===== config.mk =====
export PLATFORM = sky130hd
export DESIGN_NAME = i2c_byte_receiver_flat
export DESIGN_NICKNAME = d
export VERILOG_FILES = /design/src/rtl/i2c_pkg.sv /design/src/rtl/i2c_byte_receiver_if.sv /design/src/rtl/i2c_line_sync.sv /design/src/rtl/i2c_byte_receiver.sv /design/src/flat_wrapper.sv
export SDC_FILE = /design/constraint.sdc
export NUM_CORES = 1
export LEC_CHECK = 0
export ABC_AREA = 1
export CORE_ASPECT_RATIO = 0.5
export CORE_UTILIZATION = 30
export DETAILED_ROUTE_END_ITERATION = 16
export DONT_BUFFER_PORTS = 1
export GPL_TIMING_DRIVEN = 1
export MAX_ROUTING_LAYER = met4
export PLACE_DENSITY_LB_ADDON = 0.25
export SYNTH_ARGS = -nofsm -noshare
export SYNTH_HDL_FRONTEND = slang
export SYNTH_HIERARCHICAL = 1
export SYNTH_SLANG_ARGS = --single-unit

===== constraint.sdc =====
create_clock -name clk -period 3.8 [get_ports clk]
set_clock_uncertainty 0.2 [all_clocks]
set_input_delay 0.95 -clock clk [delete_from_list [all_inputs] [get_ports clk]]
set_output_delay 0.95 -clock clk [all_outputs]
set_load 0.01 [all_outputs]

===== src/rtl/i2c_pkg.sv =====
// Shared I2C definitions: receiver FSM states, acknowledge levels, default byte size.
package i2c_pkg;

  localparam int unsigned I2C_SIZE_DEFAULT = 8;

  localparam logic I2C_ACK  = 1'b0;
  localparam logic I2C_NACK = 1'b1;

  typedef enum logic [1:0] {
    IDLE      = 2'd0,
    RECV      = 2'd1,
    BYTE_DONE = 2'd2
  } i2c_state_e;

endpackage


===== src/rtl/i2c_byte_receiver_if.sv =====
// Bus-side and consumer-side signals of the I2C byte receiver.
interface i2c_byte_receiver_if
  import i2c_pkg::*;
#(
  parameter int unsigned SIZE = I2C_SIZE_DEFAULT
);

  logic            scl;
  logic            sda;
  logic            rx_ready;
  logic [SIZE-1:0] rx_data;
  logic            rx_valid;
  logic            rx_ack;
  logic            busy;
  logic            stop_seen;
  logic            frame_err;
  logic            overrun;

  // Line driver plus byte consumer.
  modport master (
    output scl, sda, rx_ready,
    input  rx_data, rx_valid, rx_ack, busy, stop_seen, frame_err, overrun
  );

  // The byte receiver itself.
  modport slave (
    input  scl, sda, rx_ready,
    output rx_data, rx_valid, rx_ack, busy, stop_seen, frame_err, overrun
  );

endinterface


===== src/rtl/i2c_line_sync.sv =====
// SDA/SCL synchronisers with SCL edge and START/STOP condition detection.
module i2c_line_sync #(
  parameter int unsigned SYNC_STAGES = 2
) (
  input  logic clk,
  input  logic reset,
  input  logic scl_i,
  input  logic sda_i,
  output logic sda_s_o,
  output logic scl_rise_c_o,
  output logic scl_fall_c_o,
  output logic start_c_o,
  output logic stop_c_o
);

  logic [SYNC_STAGES-1:0] scl_sync_q;
  logic [SYNC_STAGES-1:0] sda_sync_q;
  logic                   scl_p_q;
  logic                   sda_p_q;
  logic                   scl_s;
  logic                   sda_s;

  assign scl_s = scl_sync_q[SYNC_STAGES-1];
  assign sda_s = sda_sync_q[SYNC_STAGES-1];

  // Synchroniser chains and previous-sample registers, preset to the idle bus level.
  always_ff @(posedge clk or posedge reset) begin
    if (reset) begin
      scl_sync_q <= '1;
      sda_sync_q <= '1;
      scl_p_q    <= 1'b1;
      sda_p_q    <= 1'b1;
    end else begin
      scl_sync_q[0] <= scl_i;
      sda_sync_q[0] <= sda_i;
      for (int unsigned i = 1; i < SYNC_STAGES; i++) begin
        scl_sync_q[i] <= scl_sync_q[i-1];
        sda_sync_q[i] <= sda_sync_q[i-1];
      end
      scl_p_q <= scl_s;
      sda_p_q <= sda_s;
    end
  end

  // START/STOP need SCL steady high, so an SDA change alongside an SCL edge never qualifies.
  assign sda_s_o      = sda_s;
  assign scl_rise_c_o = !scl_p_q && scl_s;
  assign scl_fall_c_o = scl_p_q && !scl_s;
  assign start_c_o    = scl_p_q && scl_s && sda_p_q && !sda_s;
  assign stop_c_o     = scl_p_q && scl_s && !sda_p_q && sda_s;

endmodule


===== src/rtl/i2c_byte_receiver.sv =====
// I2C byte receiver: decodes START/STOP, shifts bytes LSB-first, holds them for a valid/ready consumer.
module i2c_byte_receiver
  import i2c_pkg::*;
#(
  parameter int unsigned SIZE        = I2C_SIZE_DEFAULT,
  parameter int unsigned SYNC_STAGES = 2
) (
  input logic                clk,
  input logic                reset,
  i2c_byte_receiver_if.slave bus
);

  localparam int unsigned CNT_W = $clog2(SIZE + 1);

  logic            sda_s;
  logic            scl_rise;
  logic            scl_fall;
  logic            start_cond;
  logic            stop_cond;
  logic            unused_fall;

  i2c_state_e      state_q,     state_d;
  logic [CNT_W-1:0] bit_cnt_q,  bit_cnt_d;
  logic [SIZE-1:0] shift_q,     shift_d;
  logic [SIZE-1:0] rx_data_q,   rx_data_d;
  logic            rx_valid_q,  rx_valid_d;
  logic            rx_ack_q,    rx_ack_d;
  logic            busy_q,      busy_d;
  logic            stop_seen_q, stop_seen_d;
  logic            frame_err_q, frame_err_d;
  logic            overrun_q,   overrun_d;
  logic            byte_done;

  i2c_line_sync #(
    .SYNC_STAGES (SYNC_STAGES)
  ) u_line_sync (
    .clk          (clk),
    .reset        (reset),
    .scl_i        (bus.scl),
    .sda_i        (bus.sda),
    .sda_s_o      (sda_s),
    .scl_rise_c_o (scl_rise),
    .scl_fall_c_o (scl_fall),
    .start_c_o    (start_cond),
    .stop_c_o     (stop_cond)
  );

  // Data is sampled on SCL rise only; the falling edge has no role here.
  assign unused_fall = scl_fall;

  // State and output registers.
  always_ff @(posedge clk or posedge reset) begin
    if (reset) begin
      state_q     <= IDLE;
      bit_cnt_q   <= '0;
      shift_q     <= '0;
      rx_data_q   <= '0;
      rx_valid_q  <= 1'b0;
      rx_ack_q    <= I2C_NACK;
      busy_q      <= 1'b0;
      stop_seen_q <= 1'b0;
      frame_err_q <= 1'b0;
      overrun_q   <= 1'b0;
    end else begin
      state_q     <= state_d;
      bit_cnt_q   <= bit_cnt_d;
      shift_q     <= shift_d;
      rx_data_q   <= rx_data_d;
      rx_valid_q  <= rx_valid_d;
      rx_ack_q    <= rx_ack_d;
      busy_q      <= busy_d;
      stop_seen_q <= stop_seen_d;
      frame_err_q <= frame_err_d;
      overrun_q   <= overrun_d;
    end
  end

  // Next-state, shift, holding-register and flag logic.
  always_comb begin
    state_d     = state_q;
    bit_cnt_d   = bit_cnt_q;
    shift_d     = shift_q;
    rx_data_d   = rx_data_q;
    rx_valid_d  = rx_valid_q;
    rx_ack_d    = rx_ack_q;
    stop_seen_d = 1'b0;
    frame_err_d = 1'b0;
    overrun_d   = 1'b0;
    byte_done   = 1'b0;

    if (rx_valid_q && bus.rx_ready) begin
      rx_valid_d = 1'b0;
    end

    unique case (state_q)
      IDLE: begin
        if (start_cond) begin
          state_d   = RECV;
          bit_cnt_d = '0;
        end else if (stop_cond) begin
          stop_seen_d = 1'b1;
        end
      end
      RECV: begin
        if (stop_cond) begin
          frame_err_d = 1'b1;
          stop_seen_d = 1'b1;
          bit_cnt_d   = '0;
          state_d     = IDLE;
        end else if (start_cond) begin
          frame_err_d = 1'b1;
          bit_cnt_d   = '0;
        end else if (scl_rise) begin
          if (bit_cnt_q < CNT_W'(SIZE)) begin
            for (int unsigned i = 0; i < SIZE; i++) begin
              if (bit_cnt_q == CNT_W'(i)) begin
                shift_d[i] = sda_s;
              end
            end
            bit_cnt_d = bit_cnt_q + CNT_W'(1);
          end else begin
            byte_done = 1'b1;
            bit_cnt_d = '0;
            state_d   = BYTE_DONE;
          end
        end
      end
      BYTE_DONE: begin
        if (stop_cond) begin
          stop_seen_d = 1'b1;
          state_d     = IDLE;
        end else if (start_cond) begin
          bit_cnt_d = '0;
          state_d   = RECV;
        end else if (scl_rise) begin
          shift_d[0] = sda_s;
          bit_cnt_d  = CNT_W'(1);
          state_d    = RECV;
        end
      end
      default: begin
        state_d   = IDLE;
        bit_cnt_d = '0;
      end
    endcase

    // A finished byte loads only if the holding register is free or being emptied now.
    if (byte_done) begin
      if (!rx_valid_q || bus.rx_ready) begin
        rx_data_d  = shift_q;
        rx_ack_d   = sda_s;
        rx_valid_d = 1'b1;
      end else begin
        overrun_d = 1'b1;
      end
    end

    busy_d = (state_d != IDLE);
  end

  assign bus.rx_data   = rx_data_q;
  assign bus.rx_valid  = rx_valid_q;
  assign bus.rx_ack    = rx_ack_q;
  assign bus.busy      = busy_q;
  assign bus.stop_seen = stop_seen_q;
  assign bus.frame_err = frame_err_q;
  assign bus.overrun   = overrun_q;

endmodule


===== src/flat_wrapper.sv =====
// flat-port wrapper written by rule: the top's interface ports become plain ports
module i2c_byte_receiver_flat import i2c_pkg::*;
#(
  parameter int unsigned SIZE        = I2C_SIZE_DEFAULT,
  parameter int unsigned SYNC_STAGES = 2
)
  (clk, reset, bus_scl, bus_sda, bus_rx_ready, bus_rx_data, bus_rx_valid, bus_rx_ack, bus_busy, bus_stop_seen, bus_frame_err, bus_overrun);
  i2c_byte_receiver_if #(.SIZE(SIZE)) bus_i ();
  input logic clk;
  input logic reset;
  input wire logic [$bits(bus_i.scl)-1:0] bus_scl;
  input wire logic [$bits(bus_i.sda)-1:0] bus_sda;
  input wire logic [$bits(bus_i.rx_ready)-1:0] bus_rx_ready;
  output wire logic [$bits(bus_i.rx_data)-1:0] bus_rx_data;
  output wire logic [$bits(bus_i.rx_valid)-1:0] bus_rx_valid;
  output wire logic [$bits(bus_i.rx_ack)-1:0] bus_rx_ack;
  output wire logic [$bits(bus_i.busy)-1:0] bus_busy;
  output wire logic [$bits(bus_i.stop_seen)-1:0] bus_stop_seen;
  output wire logic [$bits(bus_i.frame_err)-1:0] bus_frame_err;
  output wire logic [$bits(bus_i.overrun)-1:0] bus_overrun;
  assign bus_i.scl = bus_scl;
  assign bus_i.sda = bus_sda;
  assign bus_i.rx_ready = bus_rx_ready;
  assign bus_rx_data = bus_i.rx_data;
  assign bus_rx_valid = bus_i.rx_valid;
  assign bus_rx_ack = bus_i.rx_ack;
  assign bus_busy = bus_i.busy;
  assign bus_stop_seen = bus_i.stop_seen;
  assign bus_frame_err = bus_i.frame_err;
  assign bus_overrun = bus_i.overrun;
  i2c_byte_receiver #(.SIZE(SIZE), .SYNC_STAGES(SYNC_STAGES)) u_core (.clk(clk), .reset(reset), .bus(bus_i));
endmodule

Word-level counts from Yosys, hierarchy flattened
Index checks and enable logic that the tools add are counted.
{"block": "classes", "add_sub_neg": 1, "multipliers": 0, "div": 0, "order_cmp": 1, "eq_ne": 20, "n_shift": 0, "n_mux": 43, "bitwise": 2, "reduce_logical": 27}
{"op": "$reduce_and 6->1", "count": 7}
{"op": "$mux 4", "count": 8}
{"op": "$mux 1", "count": 23}
{"op": "$eq 4x3->1 const B", "count": 4}
{"op": "$mux 2", "count": 8}
{"op": "$pmux 4 s3", "count": 1}
{"op": "$ne 2x1->1 const B", "count": 5}
{"op": "$reduce_and 9->1", "count": 1}
{"op": "$eq 4x2->1 const B", "count": 2}
{"op": "$ne 2x2->1 const B", "count": 4}
{"op": "$logic_and 1x1->1", "count": 7}
{"op": "$pmux 2 s3", "count": 1}
{"op": "$add 4x1->4 const B", "count": 1}
{"op": "$eq 4x1->1 const B", "count": 1}
{"op": "$logic_not 1->1", "count": 4}
{"op": "$logic_not 4->1", "count": 1}
{"op": "$lt 4x4->1 const B", "count": 1}
{"op": "$ne 4x1->1 const B", "count": 1}
{"op": "$pmux 1 s2", "count": 2}
{"op": "$reduce_and 4->1", "count": 1}
{"op": "$reduce_bool 2->1", "count": 2}
{"op": "$ne 3x1->1 const B", "count": 1}
{"op": "$eq 2x1->1 const B", "count": 1}
{"op": "$eq 2x2->1 const B", "count": 1}
{"op": "other kinds (5)", "count": 6}
{"block": "totals", "register_bits": 34, "latch_bits": 0, "ram_bits": 0, "mem_bits_ro": 0, "input_bits": 5, "out_inout_bits": 14, "word_cells": 115, "mem_count": 0}

Longest topological paths before layout
Gate-level depths: netlist of the first run.
{"block": "depth", "word_depth": 7, "ltp_mapped": 11, "depth_no_buf": 11}

Hierarchy
The synthesis of the first run kept the hierarchy.
{"mod": "i2c_byte_receiver", "n_inst": 1, "cells_each": 176, "area_per_inst_um2": 1481.4, "seq_area_each_um2": 701.9}
{"mod": "i2c_line_sync", "n_inst": 1, "cells_each": 18, "area_per_inst_um2": 202.7, "seq_area_each_um2": 157.7}

Least setup slack after synthesis of the first run
Ideal clock, no wire load.
{"block": "synth_path", "path_type": "input -> register", "startpoint": "input port bus_rx_ready", "endpoint": "register u_core.rx_data_q[0], in the netlist u_core/bus.rx_data[0]", "setup_time_ns": 0.117, "arrival_ns": 1.522, "required_ns": 3.483, "slack_ns": 1.961, "path_stages": 6, "n_path_buf": 1, "path_cell_list": "inv_1 > nand2_1 > nand4_4 > buf_6 > nand2_2 > o21ai_2"}
{"block": "synth_between", "elab_chain_len": 2}
{"item": "from (decl)", "line": "flat_wrapper.sv:13", "text": "input wire logic [$bits(bus_i.rx_ready)-1:0] bus_rx_ready;"}
{"item": "$logic_or 1x1->1", "line": "i2c_byte_receiver.sv:149", "text": "if (!rx_valid_q || bus.rx_ready) begin"}
{"item": "$reduce_and 2->1 (no line)"}
{"item": "to (signal assigned)", "line": "i2c_byte_receiver.sv:68", "text": "rx_data_q <= rx_data_d;"}
{"item": "to (decl)", "line": "i2c_byte_receiver.sv:25", "text": "logic [SIZE-1:0] rx_data_q, rx_data_d;"}
No other way between the ends.
A chain may end at the register's enable or synchronous reset.

Worst setup path in the final report of the first run
{"block": "layout_path", "startpoint": "register u_core.u_line_sync.sda_sync_q[1]", "endpoint": "register u_core.busy_q, in the netlist u_core/bus.busy"}
{"block": "layout_between", "word_cells_on_any_way": 10, "classes_between": "mux: 6; reduce/logical: 4"}
{"item": "from (decl)", "line": "i2c_line_sync.sv:17", "text": "logic [SYNC_STAGES-1:0] sda_sync_q;"}
{"item": "from (signal, indexed assignment)", "line": "i2c_line_sync.sv:38", "text": "sda_sync_q[i] <= sda_sync_q[i-1];"}
{"item": "$logic_and 1x1->1 (*)", "line": "i2c_line_sync.sv:50", "text": "assign stop_c_o = scl_p_q && scl_s && !sda_p_q && sda_s;"}
{"item": "named net u_core.stop_cond", "line": "i2c_byte_receiver.sv:19", "text": "logic stop_cond;"}
{"item": "$mux 2, on equally long branches", "line": "i2c_byte_receiver.sv:129, i2c_byte_receiver.sv:105"}
{"item": "$pmux 2 s3 (*)", "line": "i2c_byte_receiver.sv:95", "text": "unique case (state_q)"}
{"item": "$reduce_bool 2->1 (*)", "line": "i2c_byte_receiver.sv:158", "text": "busy_d = (state_d != IDLE);"}
{"item": "named net u_core.busy_d", "line": "i2c_byte_receiver.sv:28", "text": "logic busy_q, busy_d;"}
{"item": "to (signal assigned)", "line": "i2c_byte_receiver.sv:71", "text": "busy_q <= busy_d;"}
{"item": "to (decl)", "line": "i2c_byte_receiver.sv:28"}
The timed path passes the listed nets; every way through them passes the cells marked *.

==> out/summary.txt, run 1 <==
CTS H-tree lvls - 2
Hpwl dp - 2230 um
Fin Hold WS - 0.157 ns
Crit-path cells - nand2_1, nor2_1, inv_1, nand3_1, nand3b_1, nand3_1, nand2_1
# clock sinks - 34
GR Overflow Total - 0
CP max-delay cell - dfstp_2
Critical path type - reg2reg
Core ar. - 5160 um^2
Post-CTS Resized - 0
CTS tree - done
Worst VDD drop - 0.000177 V
Logic pwr share - 0.188
Worst Path Buf+Inv - 1
Starting Density - 0.325
1st-pass router iterations - 4
Initial antenna violation count - 0
Fmax - 494 MHz
First-pass GRT wire length - 5150 um
Die area - 5910 um^2
Post-Route WL - 3010 um
Worst-Margin Slew - 1.08 ns
Endpoints failing setup - 0
Clk pwr share - 0.397
PD cells - 531 nW/um^2
Mapped cell area - 1680 um^2
Leak - 0.000913 uW
HP Class - reg2reg
Worst-path fanout max - 6
Worst reg2reg path depth - 7
Clock Pin Slew Worst Setup and Hold Paths - 0.07 ns
Inst Count DP - 261
Die X - 108 um
Vias - 1215
Global Route Usage Sum - 0.121
Clk root buf - clkbuf_8
N_diodes - 0
Max_cap viols - 0
I/O Buffers - 0
Status - complete, no violations
Share of layout cells above drive strength 1 - 0.156
Ys Warns - 6
CP endpoint kind - flop
Drt via density - 4.52
Cts bufs inserted - 5
Largest net degree at the start of global routing - 29
FILL cells - 521
I/O pin cnt - 19
Routed len/inst - 11.2 um
Post-route ant nets - 0
Sw Ratio - 0.290
Number of global-route vias before repair - 1108
Mapped Cells - 192
Pins Over Slew Limit - 0
Final Hold Viols - 0
# rows - 18
Non-filler instance count after layout - 269
Sw Pwr - 292 uW
Area grow syn2layout - 12.9%
Tot Pwr - 1010 uW
CTS Hold Bufs - 0
Setup TNS - 0 ns
Power Internal - 714 uW
Max transition margin - 0.279
Post-route clock period utilization - 0.532
Count of nets after finishing - 211
CTS max path bufs - 2
Arr. time, crit path - 2.00 ns
Crit path max-delay family - simple AND/OR/NAND/NOR gates
RSZ-0062 raised after global routing - no
Crit path largest cell delay - 0.59 ns
Critical Path RT - 3.78 ns
Critical path depth in cells - 7
Avg Synthesized Cell Area - 8.73 um^2
DR iter-0 viols - 35
Final min period - 2.02 ns
Startpoint Class - flop
Post-CTS Setup Inserts - 0
WHS Path Cells - 0
Net Count, Synth - 205
Placer congestion estimate - 0.826
Sequential Power Share - 0.416
Chip height - 54.9 um
DRC - 0
Worst skew pair latency - 0.29 ns
## final timing paths
| kind | slack, ns | startpoint | end |
|---|---|---|---|
| setup / recovery | 1.78 | u_core/u_line_sync/sda_sync_q[1] | u_core/bus.busy |
| hold / removal | 0.16 | u_core/u_line_sync/scl_sync_q[0] | u_core/u_line_sync/scl_sync_q[1] |
| setup reg to reg | 1.78 | u_core/u_line_sync/sda_sync_q[1] | u_core/bus.busy |
| hold reg to reg | 0.16 | u_core/u_line_sync/scl_sync_q[0] | u_core/u_line_sync/scl_sync_q[1] |
| max in group asynchronous | 2.08 | reset | u_core/bus.rx_ack |
| min in group asynchronous | 0.47 | reset | u_core/u_line_sync/scl_p_q |
## cells in the final DEF, fill, tap and decap left out, types with 2 or more instances in the layout
cell       count
nand2_1       47
inv_1         31
dfrtp_1       27
nor2_1        21
o21ai_0       12
nand3_1       10
o21ai_2        9
ha_1           8
nand4_1        7
dfstp_2        7
clkbuf_8       5
bufinv_16      2
inv_2          2
## sequential cells by signal, summed over array words and instances (netlist names), 2 cells and up
signal	count
u_core/bus.rx_data	8
u_core/shift_q	8
u_core/bit_cnt_q	4
u_core/state_q	2
u_core/u_line_sync/scl_sync_q	2
u_core/u_line_sync/sda_sync_q	2
## layout make-up
type	instances	area [um^2]	share of cell area
Inverter	33	124	0.0654
Multi-Input combinational cell	123	677	0.358
Clock inverter	3	68.8	0.0364
Clock buffer	5	68.8	0.0364
Tap cell	70	87.6	0.0463
Timing Repair Buffer	1	7.51	0.00397
Sequential cell	34	860	0.454
## per-stage QoR
step | util | instance area, um^2 | setup WS, ns
2_1_floorplan | - | 1680 | 1.96
3_3_place_gp | 0.340 | 1760 | 1.68
3_5_place_dp | 0.340 | 1760 | 1.66
4_1_cts | 0.367 | 1890 | 1.76
5_1_grt | 0.367 | 1890 | 1.60
6_report | 0.367 | 1890 | 1.78
## metal layers
metal	up-vias	global-route usage	part of all wire
met3	3	0.0417	0.068
met4	0	0.0548	0.014
met5	-	-	0
li1	614	-	-
met2	24	0.188	0.43
met1	574	0.145	0.49
## power groups by stage
stage	combinational (uW)	clock [uW]	sequential (uW)
after global placement	185	0	424
after floorplan	151	0	418
after CTS	190	417	418
after global routing	219	426	423
after detailed placement	189	0	425
final	189	399	418
(Power assumes the default switching activity.)
==> inputs of run 2 (changes only) <==
clock period = 1.8 ns   (was 3.8 ns; I/O delays follow)
==> run 2 against run 1 <==
Register-to-register slack worse by 1.7 ns. Global-route usage is 1.1 points higher. First-iteration DRC count is 69% higher. Highest routed layer unchanged. Critical path type unchanged. Critical endpoint is now u_core/bit_cnt_q[3]. Hold slack worse by 0.00078 ns. Flip-flop and latch count stayed put. Sequential power is 110% higher. Clock power is 84% higher.
==> out/summary.txt, run 2 (synthesis results as in run 1) <==
Die X - 108 um (unchanged)
Final core utilization - 0.418 (was 0.367)
Crit path largest cell delay - 0.56 ns (was 0.59 ns)
Core ar. - 5160 um^2 (unchanged)
Clock Pin Slew Worst Setup and Hold Paths - 0.07 ns (about the same)
Worst VDD drop - 0.000338 V (was 0.000177 V)
Global Route Usage Sum - 0.131 (was 0.121)
CTS tree - done (unchanged)
Register Area - 861 um^2 (was 860 um^2)
Post-Route WL - 3540 um (was 3010 um)
Area grow syn2layout - 28.5% (was 12.9%)
Worst skew pair latency - 0.29 ns (about the same)
Final min period - 1.74 ns (was 2.02 ns)
First-pass GRT wire length - 5540 um (was 5150 um)
Leak - 0.00102 uW (was 0.000913 uW)
PD cells - 1010 nW/um^2 (was 531 nW/um^2)
Count of nets after finishing - 228 (was 211)
CP endpoint kind - flop (unchanged)
Worst-path fanout max - 7 (was 6)
Final Hold Viols - 0 (unchanged)
N_diodes - 0 (unchanged)
Critical Path RT - 1.78 ns (was 3.78 ns)
Share of layout cells above drive strength 1 - 0.287 (was 0.156)
Worst-Margin Slew - 0.435 ns (was 1.08 ns)
FILL cells - 514 (was 521)
DR iter-0 viols - 59 (was 35)
Cts bufs inserted - 5 (unchanged)
RSZ-0062 raised after global routing - yes (was no)
Vias - 1286 (was 1215)
# clock sinks - 34 (unchanged)
Crit-path cells - inv_1, nand2_2, nor2_2, buf_6, nor2_2, nand2_2, nand3_4, inv_1, nand2_1, nand2_1 (was nand2_1, nor2_1, inv_1, nand3_1, nand3b_1, nand3_1, nand2_1)
Number of global-route vias before repair - 1195 (was 1108)
Non-filler instance count after layout - 286 (was 269)
Endpoints failing setup - 0 (unchanged)
Routed len/inst - 12.4 um (was 11.2 um)
Commonest non-fill, non-tap cell in the layout - nand2_1 (unchanged)
Initial antenna violation count - 0 (unchanged)
DRC - 0 (unchanged)
Critical path type - reg2reg (unchanged)
Starting Density - 0.325 (unchanged)
Chip height - 54.9 um (unchanged)
Post-route ant nets - 0 (unchanged)
Status - complete, no violations (unchanged)
Hpwl dp - 2330 um (was 2230 um)
Startpoint Class - flop (unchanged)
I/O Buffers - 0 (unchanged)
Inst Count DP - 269 (was 261)
1st-pass router iterations - 4 (unchanged)
Die area - 5910 um^2 (unchanged)
I/O pin cnt - 19 (unchanged)
# rows - 18 (unchanged)
Fin Hold WS - 0.156 ns (was 0.157 ns)
Clk root buf - clkbuf_8 (unchanged)
CTS H-tree lvls - 2 (unchanged)
Fmax - 576 MHz (was 494 MHz)
Max_cap viols - 0 (unchanged)
Post-route clock period utilization - 0.965 (was 0.532)
CP max-delay cell - dfstp_2 (unchanged)
Drt via density - 4.50 (was 4.52)
Most frequent cells in the layout - nand2_1, inv_1, dfrtp_1 (unchanged)
Largest net degree at the start of global routing - 29 (unchanged)
Placer congestion estimate - 0.870 (was 0.826)
GR Overflow Total - 0 (unchanged)
Area of the multi-input gates - 757 um^2 (was 677 um^2)
HP Class - reg2reg (unchanged)
Arr. time, crit path - 1.72 ns (was 2.00 ns)
CTS max path bufs - 2 (unchanged)
Max transition margin - 0.710 (was 0.279)
Pins Over Slew Limit - 0 (unchanged)
==> run 2: changes by cell type in the layout (fill, tap and decap cells not counted), sizes merged <==
cell / before / now
buf: 1 / 13
bufinv: 2 / 1
clkbuf: 5 / 9
clkinv: 1 / 0
dlygate4sd3: 0 / 3
==> run 2: power breakdown <==
part           total, uW  internal, uW  leakage [uW]  switching [uW]
sequential           890           829      0.000445            61.2
clock                734           451     0.0000585             282
combinational        559           231      0.000522             328
==> run 2: layout make-up <==
cell class              count  share of cell area
flip-flops and latches     34               0.400
multi-input cells         123               0.351
repair buffers             18              0.0958
inverters                  33              0.0587
well taps                  70              0.0407
clock buffers               7              0.0401
clock inverters             1              0.0139
==> run 2: worst paths after layout <==
path | start | end | slack, ns | cells after the start
max | u_core/u_line_sync/sda_sync_q[1] | u_core/bit_cnt_q[3] | 0.06 | 10
min | u_core/u_line_sync/sda_sync_q[0] | u_core/u_line_sync/sda_sync_q[1] | 0.16 | 0
max reg2reg | u_core/u_line_sync/sda_sync_q[1] | u_core/bit_cnt_q[3] | 0.06 | 10
min reg2reg | u_core/u_line_sync/sda_sync_q[0] | u_core/u_line_sync/sda_sync_q[1] | 0.16 | 0
max in group asynchronous | reset | u_core/bus.rx_ack | 0.58 | 3
min in group asynchronous | reset | u_core/bit_cnt_q[2] | 0.49 | 3
==> run 2: per-stage QoR <==
step | worst slack [ns] | power, uW | cell area [um^2] | TNS (ns)
floorplan | 0.0381 | 1200 | 1680 | 0
CTS | 0.00328 | 2090 | 1970 | 0
global placement | -0.0176 | 1310 | 1830 | -0.0176
detailed placement | -0.0328 | 1320 | 1830 | -0.0328
global route | -0.0354 | 2320 | 2150 | -0.102
finish | 0.0636 | 2180 | 2150 | 0
==> run 2: timing repair <==
action,in CTS,in global routing
gates resized for setup,1,26
pin swaps,0,4
cloned,0,2
hold endpoints to repair,35,0
hold buffers,3,0
setup endpoints to repair,1,24
buffers inserted,0,5
==> run 2: critical path, delay by kind of cell, from the launching register on <==
kind / cells / cell delay, ns
DFF: 1 / 0.56
buffers and inverters: 3 / 0.22
and+or+nand+nor: 7 / 0.66
==> run 2: metal layers <==
layer,track usage,routed length [um],share of wire
met1,0.155,1670,0.47
met2,0.214,1670,0.47
met3,0.0417,192,0.054
met4,0.0548,6,0.0017
met5,-,0,0
==> inputs of run 3 (changes only) <==
SETUP_SLACK_MARGIN = 0.1   (was unset)
==> run 3 against run 2 <==
Global-route usage grew 0.74 points. Wire length decreased by 1.2%. Via count is 0.23% higher. Register-to-register slack hardly changed. Largest cell class unchanged. Critical endpoint is now u_core/bus.rx_data[5].
==> out/summary.txt, run 3 (synthesis results as in run 1) <==
CTS H-tree lvls - 2 (unchanged)
Crit-path cells - nand2_4, nor2_4, inv_2, nand2_4, inv_4, nand4_4, clkbuf_16, o21ai_2 (was inv_1, nand2_2, nor2_2, buf_6, nor2_2, nand2_2, nand3_4, inv_1, nand2_1, nand2_1)
Worst Setup SP - u_core/u_line_sync/scl_p_q (was u_core/u_line_sync/sda_sync_q[1])
Register Area - 861 um^2 (unchanged)
I/O Buffers - 0 (unchanged)
Crit path max-delay family - flip-flops (was simple AND/OR/NAND/NOR gates)
CP max-delay cell - dfstp_2 (unchanged)
WHS Path Cells - 0 (unchanged)
Fin Hold WS - 0.157 ns (was 0.156 ns)
HP Class - reg2reg (unchanged)
Startpoint Class - flop (unchanged)
I/O pin cnt - 19 (unchanged)
Drt via density - 4.52 (was 4.50)
Inst Count DP - 269 (unchanged)
Status - complete, no violations (unchanged)
Worst reg2reg path depth - 8 (was 10)
Placer congestion estimate - 0.934 (was 0.870)
N_diodes - 0 (unchanged)
CP endpoint kind - flop (unchanged)
Worst skew pair latency - 0.29 ns (about the same)
Hold_sp - u_core/u_line_sync/sda_sync_q[0] (unchanged)
# rows - 18 (unchanged)
Critical Path RT - 1.78 ns (about the same)
Clk root buf - clkbuf_8 (unchanged)
Critical path depth in cells - 8 (was 10)
First-pass GRT wire length - 5840 um (was 5540 um)
DRC - 0 (unchanged)
Post-route ant nets - 0 (unchanged)
Global Route Usage Sum - 0.139 (was 0.131)
Arr. time, crit path - 1.71 ns (was 1.72 ns)
Initial antenna violation count - 0 (unchanged)
Area grow syn2layout - 29.4% (was 28.5%)
Worst Path Buf+Inv - 3 (unchanged)
Area of the multi-input gates - 807 um^2 (was 757 um^2)
Die area - 5910 um^2 (unchanged)
Cts bufs inserted - 5 (unchanged)
PD cells - 927 nW/um^2 (was 1010 nW/um^2)
Tot Pwr - 2010 uW (was 2180 uW)
Routed len/inst - 12.3 um (was 12.4 um)
Fmax - 578 MHz (was 576 MHz)
Critical R2R Launch - u_core/u_line_sync/scl_p_q (was u_core/u_line_sync/sda_sync_q[1])
Core ar. - 5160 um^2 (unchanged)
Max_cap viols - 0 (unchanged)
1st-pass router iterations - 4 (unchanged)
Max transition margin - 0.664 (was 0.710)
Worst-Margin Slew - 0.504 ns (was 0.435 ns)
Pins Over Slew Limit - 0 (unchanged)
Leak - 0.00101 uW (was 0.00102 uW)
Chip height - 54.9 um (unchanged)
Worst-path fanout max - 9 (was 7)
Number of global-route vias before repair - 1281 (was 1195)
Vias - 1289 (was 1286)
Share of layout cells above drive strength 1 - 0.367 (was 0.287)
Final core utilization - 0.421 (was 0.418)
GR Overflow Total - 0 (unchanged)
Post-Route WL - 3500 um (was 3540 um)
FILL cells - 510 (was 514)
Clock Pin Slew Worst Setup and Hold Paths - 0.07 ns (about the same)
Endpoints failing setup - 0 (unchanged)
Worst VDD drop - 0.000268 V (was 0.000338 V)
DR iter-0 viols - 72 (was 59)
Final min period - 1.73 ns (was 1.74 ns)
Die X - 108 um (unchanged)
CTS max path bufs - 2 (unchanged)
RSZ-0062 raised after global routing - yes (unchanged)
Count of nets after finishing - 227 (was 228)
Critical path type - reg2reg (unchanged)
Commonest non-fill, non-tap cell in the layout - nand2_1 (unchanged)
# clock sinks - 34 (unchanged)
Non-filler instance count after layout - 285 (was 286)
Final Hold Viols - 0 (unchanged)
CTS tree - done (unchanged)
Most frequent cells in the layout - nand2_1, inv_1, dfrtp_1 (unchanged)
Starting Density - 0.325 (unchanged)
Crit path largest cell delay - 0.58 ns (was 0.56 ns)
Post-route clock period utilization - 0.961 (was 0.965)
Largest net degree at the start of global routing - 20 (was 29)
CP most frequent cell - nand2_4
Setup TNS - 0 ns (unchanged)
Hpwl dp - 2420 um (was 2330 um)
[run 3: final cells by class]
type	count	share of cell area
clock buffer	6	0.0381
clock inverter	2	0.00577
inverter	33	0.0582
multi-input combinational	123	0.372
sequential	34	0.397
tap	70	0.0404
timing repair buffer	17	0.0888
[run 3: path summary, 6_finish.rpt]
path / end / slack, ns
max in group asynchronous: u_core/bus.rx_ack / 0.43
worst max-delay path: u_core/bus.rx_data[5] / 0.07
worst min-delay path: u_core/u_line_sync/sda_sync_q[1] / 0.16
worst max register to register: u_core/bus.rx_data[5] / 0.07
min in group asynchronous: u_core/bus.busy / 0.44
worst min register to register: u_core/u_line_sync/sda_sync_q[1] / 0.16
[run 3: timing repair]
item | 4_1_cts | 5_1_grt
endpoints found under the setup margin | 25 | 27
endpoints found under the hold margin | 17 | 0
pin swaps | 10 | 14
buffers inserted | 5 | 0
hold buffers | 3 | 0
gates cloned | 0 | 1
resized for setup | 21 | 27
[run 3: per-layer routing]
layer  up-vias  track usage  share of wire
met3         4       0.0488          0.062
met1       607        0.162           0.48
met4         0       0.0731          0.010
met2        27        0.217           0.45
met5         -            -              0
li1        651            -              -
[run 3: report_power, final]
part           internal [uW]  total, uW  switching [uW]
clock                    307        586             279
combinational            206        533             328
sequential               829        891            62.0
[run 3: through the flow]
stage,worst slack (ns),instance area [um^2]
finish,0.0705,2170
global route,-0.00738,2170
CTS,0.0914,2060
detailed placement,-0.0552,1840
global placement,-0.0234,1840
floorplan,0.121,1680
